**src/rtl/range_sequence_sender_if.sv**
```systemverilog
// Load/start/framed-output bundle for range_sequence_sender.
// RANGE_SENDER_EXPECT_EN adds the expected_range/expected_valid outputs.
`timescale 1ns/1ps
interface range_sequence_sender_if #(
    parameter int WIDTH = 16,
    parameter int DEPTH = 8
);
    localparam int CW = $clog2(DEPTH + 1);

    logic             wr_en;
    logic [WIDTH-1:0] wr_data;
    logic             start;
    logic [WIDTH-1:0] data_out;
    logic             go;
    logic             finish;
    logic             busy;
    logic             done;
    logic             full;
    logic [CW-1:0]    count;
    logic             err_short;
`ifdef RANGE_SENDER_EXPECT_EN
    logic [WIDTH-1:0] expected_range;
    logic             expected_valid;
`endif

    modport slave (
        input  wr_en, wr_data, start,
        output data_out, go, finish, busy, done, full, count, err_short
`ifdef RANGE_SENDER_EXPECT_EN
        , output expected_range, expected_valid
`endif
    );

    modport master (
        output wr_en, wr_data, start,
        input  data_out, go, finish, busy, done, full, count, err_short
`ifdef RANGE_SENDER_EXPECT_EN
        , input expected_range, expected_valid
`endif
    );
endinterface

```
**src/rtl/range_sequence_sender.sv**
```systemverilog
// Buffers up to DEPTH samples and replays them as one go/finish framed sequence.
// RANGE_SENDER_EXPECT_EN adds running max-min tracking of the loaded samples.
`timescale 1ns/1ps
module range_sequence_sender #(
    parameter int WIDTH = 16,
    parameter int DEPTH = 8
) (
    input  logic                    clock,
    input  logic                    reset,
    range_sequence_sender_if.slave  bus
);
    localparam int CW = $clog2(DEPTH + 1);
    localparam int IW = $clog2(DEPTH);

    typedef enum logic [1:0] {
        ST_IDLE = 2'd0,
        ST_SEND = 2'd1,
        ST_DONE = 2'd2
    } state_t;

    state_t           state_q;
    logic [CW-1:0]    count_q;
    logic [IW-1:0]    idx_q;
    logic [WIDTH-1:0] mem_q [DEPTH];
    logic [WIDTH-1:0] data_q;
    logic             go_q;
    logic             finish_q;
    logic             busy_q;
    logic             done_q;
    logic             err_q;

    logic             full_s;
    logic             wr_ok_s;
    logic [IW-1:0]    idx_d;
    logic             last_s;
    logic             next_last_s;

    assign full_s      = (count_q == CW'(DEPTH));
    assign wr_ok_s     = (state_q == ST_IDLE) && !bus.start && bus.wr_en && !full_s;
    assign idx_d       = idx_q + IW'(1'b1);
    // idx_d only matters while idx_q is not the last slot, so it never wraps in use.
    assign last_s      = (CW'(idx_q) == count_q - CW'(1'b1));
    assign next_last_s = (CW'(idx_d) == count_q - CW'(1'b1));

`ifdef RANGE_SENDER_EXPECT_EN
    logic [WIDTH-1:0] max_q;
    logic [WIDTH-1:0] min_q;
    logic             seen_q;

    assign bus.expected_range = max_q - min_q;
    assign bus.expected_valid = done_q;
`endif

    // Sequencer: loading, framed replay and the single-cycle completion state.
    always_ff @(posedge clock or posedge reset) begin
        if (reset) begin
            state_q  <= ST_IDLE;
            count_q  <= '0;
            idx_q    <= '0;
            data_q   <= '0;
            go_q     <= 1'b0;
            finish_q <= 1'b0;
            busy_q   <= 1'b0;
            done_q   <= 1'b0;
            err_q    <= 1'b0;
            for (int i = 0; i < DEPTH; i++) begin
                mem_q[i] <= '0;
            end
`ifdef RANGE_SENDER_EXPECT_EN
            max_q  <= '0;
            min_q  <= '0;
            seen_q <= 1'b0;
`endif
        end else begin
            case (state_q)
                ST_IDLE: begin
                    done_q <= 1'b0;
                    err_q  <= 1'b0;
                    if (bus.start) begin
                        if (count_q >= CW'(2'd2)) begin
                            state_q  <= ST_SEND;
                            idx_q    <= '0;
                            data_q   <= mem_q[0];
                            go_q     <= 1'b1;
                            finish_q <= 1'b0;
                            busy_q   <= 1'b1;
                        end else begin
                            err_q <= 1'b1;
                        end
                    end else if (wr_ok_s) begin
                        mem_q[count_q[IW-1:0]] <= bus.wr_data;
                        count_q                <= count_q + CW'(1'b1);
`ifdef RANGE_SENDER_EXPECT_EN
                        seen_q <= 1'b1;
                        if (!seen_q || bus.wr_data > max_q) begin
                            max_q <= bus.wr_data;
                        end else begin
                            max_q <= max_q;
                        end
                        if (!seen_q || bus.wr_data < min_q) begin
                            min_q <= bus.wr_data;
                        end else begin
                            min_q <= min_q;
                        end
`endif
                    end else begin
                        state_q <= ST_IDLE;
                    end
                end
                ST_SEND: begin
                    if (last_s) begin
                        state_q  <= ST_DONE;
                        data_q   <= '0;
                        go_q     <= 1'b0;
                        finish_q <= 1'b0;
                        busy_q   <= 1'b0;
                        done_q   <= 1'b1;
                        count_q  <= '0;
                    end else begin
                        idx_q    <= idx_d;
                        data_q   <= mem_q[idx_d];
                        go_q     <= 1'b0;
                        finish_q <= next_last_s;
                    end
                end
                ST_DONE: begin
                    // Tracking survives the done cycle so expected_range is valid alongside done.
                    state_q <= ST_IDLE;
                    done_q  <= 1'b0;
                    idx_q   <= '0;
`ifdef RANGE_SENDER_EXPECT_EN
                    max_q  <= '0;
                    min_q  <= '0;
                    seen_q <= 1'b0;
`endif
                end
                default: begin
                    state_q  <= ST_IDLE;
                    data_q   <= '0;
                    go_q     <= 1'b0;
                    finish_q <= 1'b0;
                    busy_q   <= 1'b0;
                    done_q   <= 1'b0;
                    err_q    <= 1'b0;
                end
            endcase
        end
    end

    assign bus.data_out  = data_q;
    assign bus.go        = go_q;
    assign bus.finish    = finish_q;
    assign bus.busy      = busy_q;
    assign bus.done      = done_q;
    assign bus.err_short = err_q;
    assign bus.count     = count_q;
    assign bus.full      = full_s;
endmodule

```
**src/flat_wrapper.sv**
```systemverilog
// flat-port wrapper written by rule: the top's interface ports become plain ports
module range_sequence_sender_flat 
#(
    parameter int WIDTH = 16,
    parameter int DEPTH = 8
)
  (clock, reset, bus_wr_en, bus_wr_data, bus_start, bus_data_out, bus_go, bus_finish, bus_busy, bus_done, bus_full, bus_count, bus_err_short);
  range_sequence_sender_if #(.WIDTH(WIDTH), .DEPTH(DEPTH)) bus_i ();
  input  logic clock;
  input  logic reset;
  input wire logic [$bits(bus_i.wr_en)-1:0] bus_wr_en;
  input wire logic [$bits(bus_i.wr_data)-1:0] bus_wr_data;
  input wire logic [$bits(bus_i.start)-1:0] bus_start;
  output wire logic [$bits(bus_i.data_out)-1:0] bus_data_out;
  output wire logic [$bits(bus_i.go)-1:0] bus_go;
  output wire logic [$bits(bus_i.finish)-1:0] bus_finish;
  output wire logic [$bits(bus_i.busy)-1:0] bus_busy;
  output wire logic [$bits(bus_i.done)-1:0] bus_done;
  output wire logic [$bits(bus_i.full)-1:0] bus_full;
  output wire logic [$bits(bus_i.count)-1:0] bus_count;
  output wire logic [$bits(bus_i.err_short)-1:0] bus_err_short;
  assign bus_i.wr_en = bus_wr_en;
  assign bus_i.wr_data = bus_wr_data;
  assign bus_i.start = bus_start;
  assign bus_data_out = bus_i.data_out;
  assign bus_go = bus_i.go;
  assign bus_finish = bus_i.finish;
  assign bus_busy = bus_i.busy;
  assign bus_done = bus_i.done;
  assign bus_full = bus_i.full;
  assign bus_count = bus_i.count;
  assign bus_err_short = bus_i.err_short;
  range_sequence_sender #(.WIDTH(WIDTH), .DEPTH(DEPTH)) u_core (.clock(clock), .reset(reset), .bus(bus_i));
endmodule
```
**config.mk**
```make
export PLATFORM = sky130hd
export DESIGN_NAME = range_sequence_sender_flat
export DESIGN_NICKNAME = d
export VERILOG_FILES = /design/src/rtl/range_sequence_sender_if.sv /design/src/rtl/range_sequence_sender.sv /design/src/flat_wrapper.sv
export SDC_FILE = /design/constraint.sdc
export NUM_CORES = 1
export LEC_CHECK = 0
export BUFFER_PORTS_ARGS = -buffer_cell sky130_fd_sc_hd__buf_2
export CORE_ASPECT_RATIO = 0.75
export CORE_UTILIZATION = 60
export CTS_CLUSTER_SIZE = 30
export DETAILED_ROUTE_END_ITERATION = 12
export GPL_TIMING_DRIVEN = 0
export PLACE_DENSITY = 0.79
export RECOVER_POWER = 50
export SKIP_LAST_GASP = 1
export SLEW_MARGIN = 25
export SYNTH_ARGS = -nofsm -noshare
export SYNTH_HDL_FRONTEND = slang
export SYNTH_SLANG_ARGS = --single-unit
```
**constraint.sdc**
```tcl
create_clock -name clock -period 7.1 [get_ports clock]
set_input_delay 1.42 -clock clock [delete_from_list [all_inputs] [get_ports clock]]
set_output_delay 1.42 -clock clock [all_outputs]
set_load 0.01 [all_outputs]
```
# Word level (Yosys, flattened, before mapping)
# Index checks and enable logic that the tools add are counted.
# totals
regBits	158
latch_bits	0
mem_bits_rw	0
romBits	0
wordCells	94
mem_count	0
# op_classes
add_sub_neg	3
n_mul	0
div	0
order_cmp	4
n_eq_ne	13
n_shift	0
muxes	37
bitwise	4
n_reduce_logical	16
# op_table
operator	n
$bwmux W128	1
$mux W16	6
$bmux W16 S3	1
$demux W16 S3	1
$pmux W16 S3	1
$mux W4	3
$reduce_and A4 Y1	3
$mux W1	10
$mux W3	3
$pmux W3 S3	1
$reduce_and A3 Y1	3
$eq A3 B4 Y1	2
$ge A4 B4 Y1 const B	2
$mux W2	4
$ne A2 B2 Y1 const B	4
$not A3 Y4	2
$pmux W4 S2	1
$ne A3 B3 Y1 const B	2
$pmux W1 S3	2
$add A4 B1 Y4 const B	1
$eq A4 B4 Y1 const B	1
$ge A4 B2 Y1 const B	1
$logic_and A1 B1 Y1	4
$lt A4 B1 Y1 const B	1
other kinds (13)	17

# Longest topological paths before layout
# logic_depth
word_depth	7
depth_mapped	9

# Worst setup path before layout
# OpenSTA, ideal clock, no wires.
# synth_timing
path_kind	input-to-reg
from	input port bus_start
to	register u_core.mem_q[48] (netlist name)
setup_ps	125
arrival_ps	2682
t_required_ps	6975
setup_slack_ps	4293
stages	4
path_buffers	1
path_cell_list	nand3b_1 nor4_4 buf_2 mux2_2
# synth_between
elab_chain_cells	5
# synth_rtl
element	line	rtl
start: declaration	flat_wrapper.sv:13	input wire logic [$bits(bus_i.start)-1:0] bus_start;
$logic_not A1 Y1	range_sequence_sender.sv:39	assign wr_ok_s = (state_q == ST_IDLE) && !bus.start && bus.wr_en && !full_s;
$logic_and A1 B1 Y1 (3 in a row)	range_sequence_sender.sv:39	
$reduce_and A3 Y1 (no source line) *	-	
end signal: indexed assignment	range_sequence_sender.sv:91	mem_q[count_q[IW-1:0]] <= bus.wr_data;
end: declaration	range_sequence_sender.sv:24	logic [WIDTH-1:0] mem_q [DEPTH];
# Mark *: on every way between the ends. The rest lies on a longest branch, timed or not.
# A chain may end at the register's enable or synchronous reset.

# Worst setup path in the final report
# layout_timing
from	register u_core.count_q[0] (netlist: u_core.bus.count[0])
to	output port bus_full
# layout_between
elab_chain_cells	1
# layout_rtl
element	line	rtl
start: declaration	range_sequence_sender.sv:22	logic [CW-1:0] count_q;
start signal: assignment	range_sequence_sender.sv:92	count_q <= count_q + CW'(1'b1);
$eq A4 B4 Y1	range_sequence_sender.sv:38	assign full_s = (count_q == CW'(DEPTH));
end: declaration	flat_wrapper.sv:19	output wire logic [$bits(bus_i.full)-1:0] bus_full;
# Every way passes these cells.

==> impl_summary.md <==
GRT
The via count of the first global-routing pass is 4745. Entering global routing, the biggest net connects 107 pins. The initial antenna violation count came to 0. In the global route stage, overall resource usage came out at 0.283. The final global-route overflow total is 0. The first-pass GRT wire length is 27.2 mm.

Detailed routing
The DRC violation count after routing is 0. The number of nets still failing antenna checks after routing is 0. In this run, the number of DRC markers left after iteration 0 of detailed routing was 416.

The routed via count divided by cell count is 6.28. The via count is 4568. The routed wire length per instance is 23.2 um.

The first detailed-routing pass took 5 iterations. The wire length after detailed routing is 16.9 mm.

STA
On the final layout, the worst clock skew is 7.84 ps. Setup repair after global routing left no endpoint under its margin. The count of pins over their slew limit is 53.

The total count of hold-check failures in the final report is 0. Dividing the final minimum period by the clock period gives 0.536. Setup violations remaining at the end of the flow were counted as 0. The slew at the pin with the worst max-slew slack is 2520 ps.

In this run the tightest slew margin relative to its limit is -0.688. The smallest clock period supported by the final layout is computed as 3800 ps. Derived from the worst setup path, the maximum achievable clock frequency is 263 MHz. The smallest setup slack after layout is 3300 ps.

Finish
In the layout the commonest cells are 158 x sky130_fd_sc_hd__dfrtp_1, 103 x sky130_fd_sc_hd__mux2_2, 56 x sky130_fd_sc_hd__buf_2. The number of standard cells in the final layout excluding fillers is 727. The number of antenna diodes in the final layout is 0.

The fraction of final layout cells with drive strength greater than 1 is 0.458. Measured on the finished design, the core utilization comes to 0.701. The area added between synthesis and finish is 14.2%. After the last flow step, the layout net total stands at 578. Leaving out fill and tap cells, the most frequent cell in the layout is sky130_fd_sc_hd__dfrtp_1.

The finished cells cover 8590 sq um.

Synth
Summing every instance area after synthesis gives 7520 sq um. Synthesis produced a netlist with a net count of 513. The fraction of registers with async set/reset is 1.00. In the post-synthesis netlist, the biggest area contributors are sky130_fd_sc_hd__dfrtp_1 53%, sky130_fd_sc_hd__mux2_2 15%, sky130_fd_sc_hd__mux4_2 9.6%, sky130_fd_sc_hd__mux2_4 4.0%, sky130_fd_sc_hd__mux2i_1 2.4%. The number of standard cells after synthesis is 485.

The most used flip-flop cell after synthesis is sky130_fd_sc_hd__dfrtp_1. Of the synthesized area, sequential elements account for 0.526. The total number of yosys warnings is 0.

The share of synthesized area in the top cell type comes to 0.526. The count of flip-flops with a built-in enable after synthesis is 0. The mean area per synthesized cell is 15.5 sq um. sky130_fd_sc_hd__dfrtp_1 takes more of the synthesized area than any other cell. Yosys mapped the design onto 56 distinct sky130hd cell types. After synthesis the netlist holds a flip-flop and latch count of 158.

Floorplanning
The number of rows in the core area is 35. The area of the core is 12300 sq um. The die covers 13000 sq um. The initial core utilization is 0.614.

The die outline height is 99.0 um. The I/O pin total is 46. Measured along the x axis, the die boundary spans 131 um.

Clock tree
Once the clock tree was built, the setup fixing pass inserted 0 buffers. The number of buffers created by CTS is 17. The count of cells resized by post-cts repair is 0. Buffers inserted to repair hold after CTS numbered 0. The clock root buffer is sky130_fd_sc_hd__clkbuf_16. Clock latency on the worst-skew pair, taken at its later pin, is 410 ps. TritonCTS built the clock tree. The longest clock path from root to sink contains 2 buffers. The number of H-tree branching levels is 4. For this design, the sink count on the clock tree is 158. The clock-pin slew of the registers on the worst-case setup and hold paths is 60 ps.

Placed design
The congestion estimate from routability-driven global placement came to 0.870. Once detailed placement completed, the half-perimeter wirelength came to 10.6 mm. Port buffering added 45 buffers. The number of placed cells counting well taps is 697. At the placement stage, the worst setup path has a slack of 3710 ps. Summing all placed instances gives a cell area of 7990 sq um.

Power and ir drop
Power comes to 3800 uW. IR analysis of the VDD net gives a maximum drop of 216 uV. Power spread over the standard cell area amounts to 442 nW/um^2.

In this run the static leakage power is 0.00385 uW.

Critical path
STA classifies the critical path endpoint as a primary output. The type of the worst setup path is flip-flop to primary output. Of all nets on the critical path, the largest fanout is 10.

At the worst endpoint, the required time is 5680 ps. The endpoint arrival time on the critical path is 2380 ps. The worst setup path is launched from a flip-flop.

Outcome
The flow ran to the end, but the final reports show violations. The checks that failed: max-capacitance violations, max-slew violations.

Worst hold path
The tightest min-delay check is of the flip-flop to flip-flop type.

Run
The number of max-capacitance violations reported is 1.
## worst max-delay path, stage by stage (launching register included)
cell and delay, ps:
sky130_fd_sc_hd__dfrtp_1 400, sky130_fd_sc_hd__clkbuf_1 650, sky130_fd_sc_hd__inv_1 240, sky130_fd_sc_hd__ha_1 320
sky130_fd_sc_hd__and3b_4 220, sky130_fd_sc_hd__buf_2 140
## cell families after synthesis
family	after synthesis	synth area share
mux	179	0.323
flops	158	0.526
compound gates	61	0.0570
buf+inv	35	0.0253
simple gates	35	0.0412
xor+xnor	9	0.0148
fa+ha+maj	8	0.0133
## final timing paths
check,startpoint,endpoint,slack [ps],cells past startpoint
setup / recovery,u_core.bus.count[0],bus_full,3300,5
hold / removal,u_core.bus.err_short,u_core.bus.err_short,470,2
setup reg to reg,u_core.bus.count[0],u_core.bus.data_out[0],3640,9
hold reg to reg,u_core.bus.err_short,u_core.bus.err_short,470,2
max in group asynchronous,reset,u_core.mem_q[73],4100,3
min in group asynchronous,reset,u_core.mem_q[27],1690,2
## registers in the layout, indices dropped and copies added (netlist names), 2 cells and up
name,flops
u_core.bus.count,4
u_core.bus.data_out,16
u_core.idx_q,3
u_core.mem_q,128
u_core.state_q,2
## per-layer routing
| metal | wire [um] | up-vias | track usage |
|---|---|---|---|
| met4 | 151 | 0 | 0.0769 |
| met3 | 771 | 17 | 0.0509 |
| met1 | 7840 | 2436 | 0.415 |
| met5 | 0 | - | 0 |
| met2 | 8120 | 132 | 0.441 |
| li1 | - | 1983 | - |
## final cells by class
type                    instances  area (sq um)
clock inverters                10           188
well taps                     166           208
clock buffers                  20           437
repair buffers                 46           241
fillers                       807          3670
flip-flops and latches        158          3950
multi-input cells             292          3380
inverters                       8          31.3
plain buffers                  27           156
## where the power goes
part	internal (uW)	leakage (uW)	switching [uW]
Clock	622	0.000297	358
Combinational	702	0.00151	634
Sequential	1270	0.00204	215
Total	2590	0.00385	1210
## Yosys cell counts (2+ instances only)
cell and number:
sky130_fd_sc_hd__o31ai_1 3, sky130_fd_sc_hd__a211o_1 2, sky130_fd_sc_hd__nor4_4 3, sky130_fd_sc_hd__mux2_1 6
sky130_fd_sc_hd__xor2_1 3, sky130_fd_sc_hd__o21ai_1 9, sky130_fd_sc_hd__mux2_2 103, sky130_fd_sc_hd__nand4_1 2
sky130_fd_sc_hd__mux2i_1 18, sky130_fd_sc_hd__a22oi_1 16, sky130_fd_sc_hd__xnor2_1 4, sky130_fd_sc_hd__or4_1 2
sky130_fd_sc_hd__buf_2 20, sky130_fd_sc_hd__o2bb2ai_1 2, sky130_fd_sc_hd__clkbuf_1 2, sky130_fd_sc_hd__a31oi_1 3
sky130_fd_sc_hd__a2bb2oi_1 2, sky130_fd_sc_hd__ha_1 8, sky130_fd_sc_hd__nand2_1 5, sky130_fd_sc_hd__a21o_1 3
sky130_fd_sc_hd__buf_6 4, sky130_fd_sc_hd__nand4_4 2, sky130_fd_sc_hd__a21oi_1 3, sky130_fd_sc_hd__o21ai_0 8
sky130_fd_sc_hd__inv_1 8, sky130_fd_sc_hd__nor2_1 7, sky130_fd_sc_hd__mux4_2 32, sky130_fd_sc_hd__mux2_4 20
sky130_fd_sc_hd__dfrtp_1 158
## metrics by stage
stage | hold slack (ps) | setup TNS, ps
floorplan | 453 | 0
global placement | 456 | -5950
detailed placement | 463 | 0
CTS | 477 | 0
global route | 506 | 0
finish | 473 | 0
(Power assumes the default switching activity.)
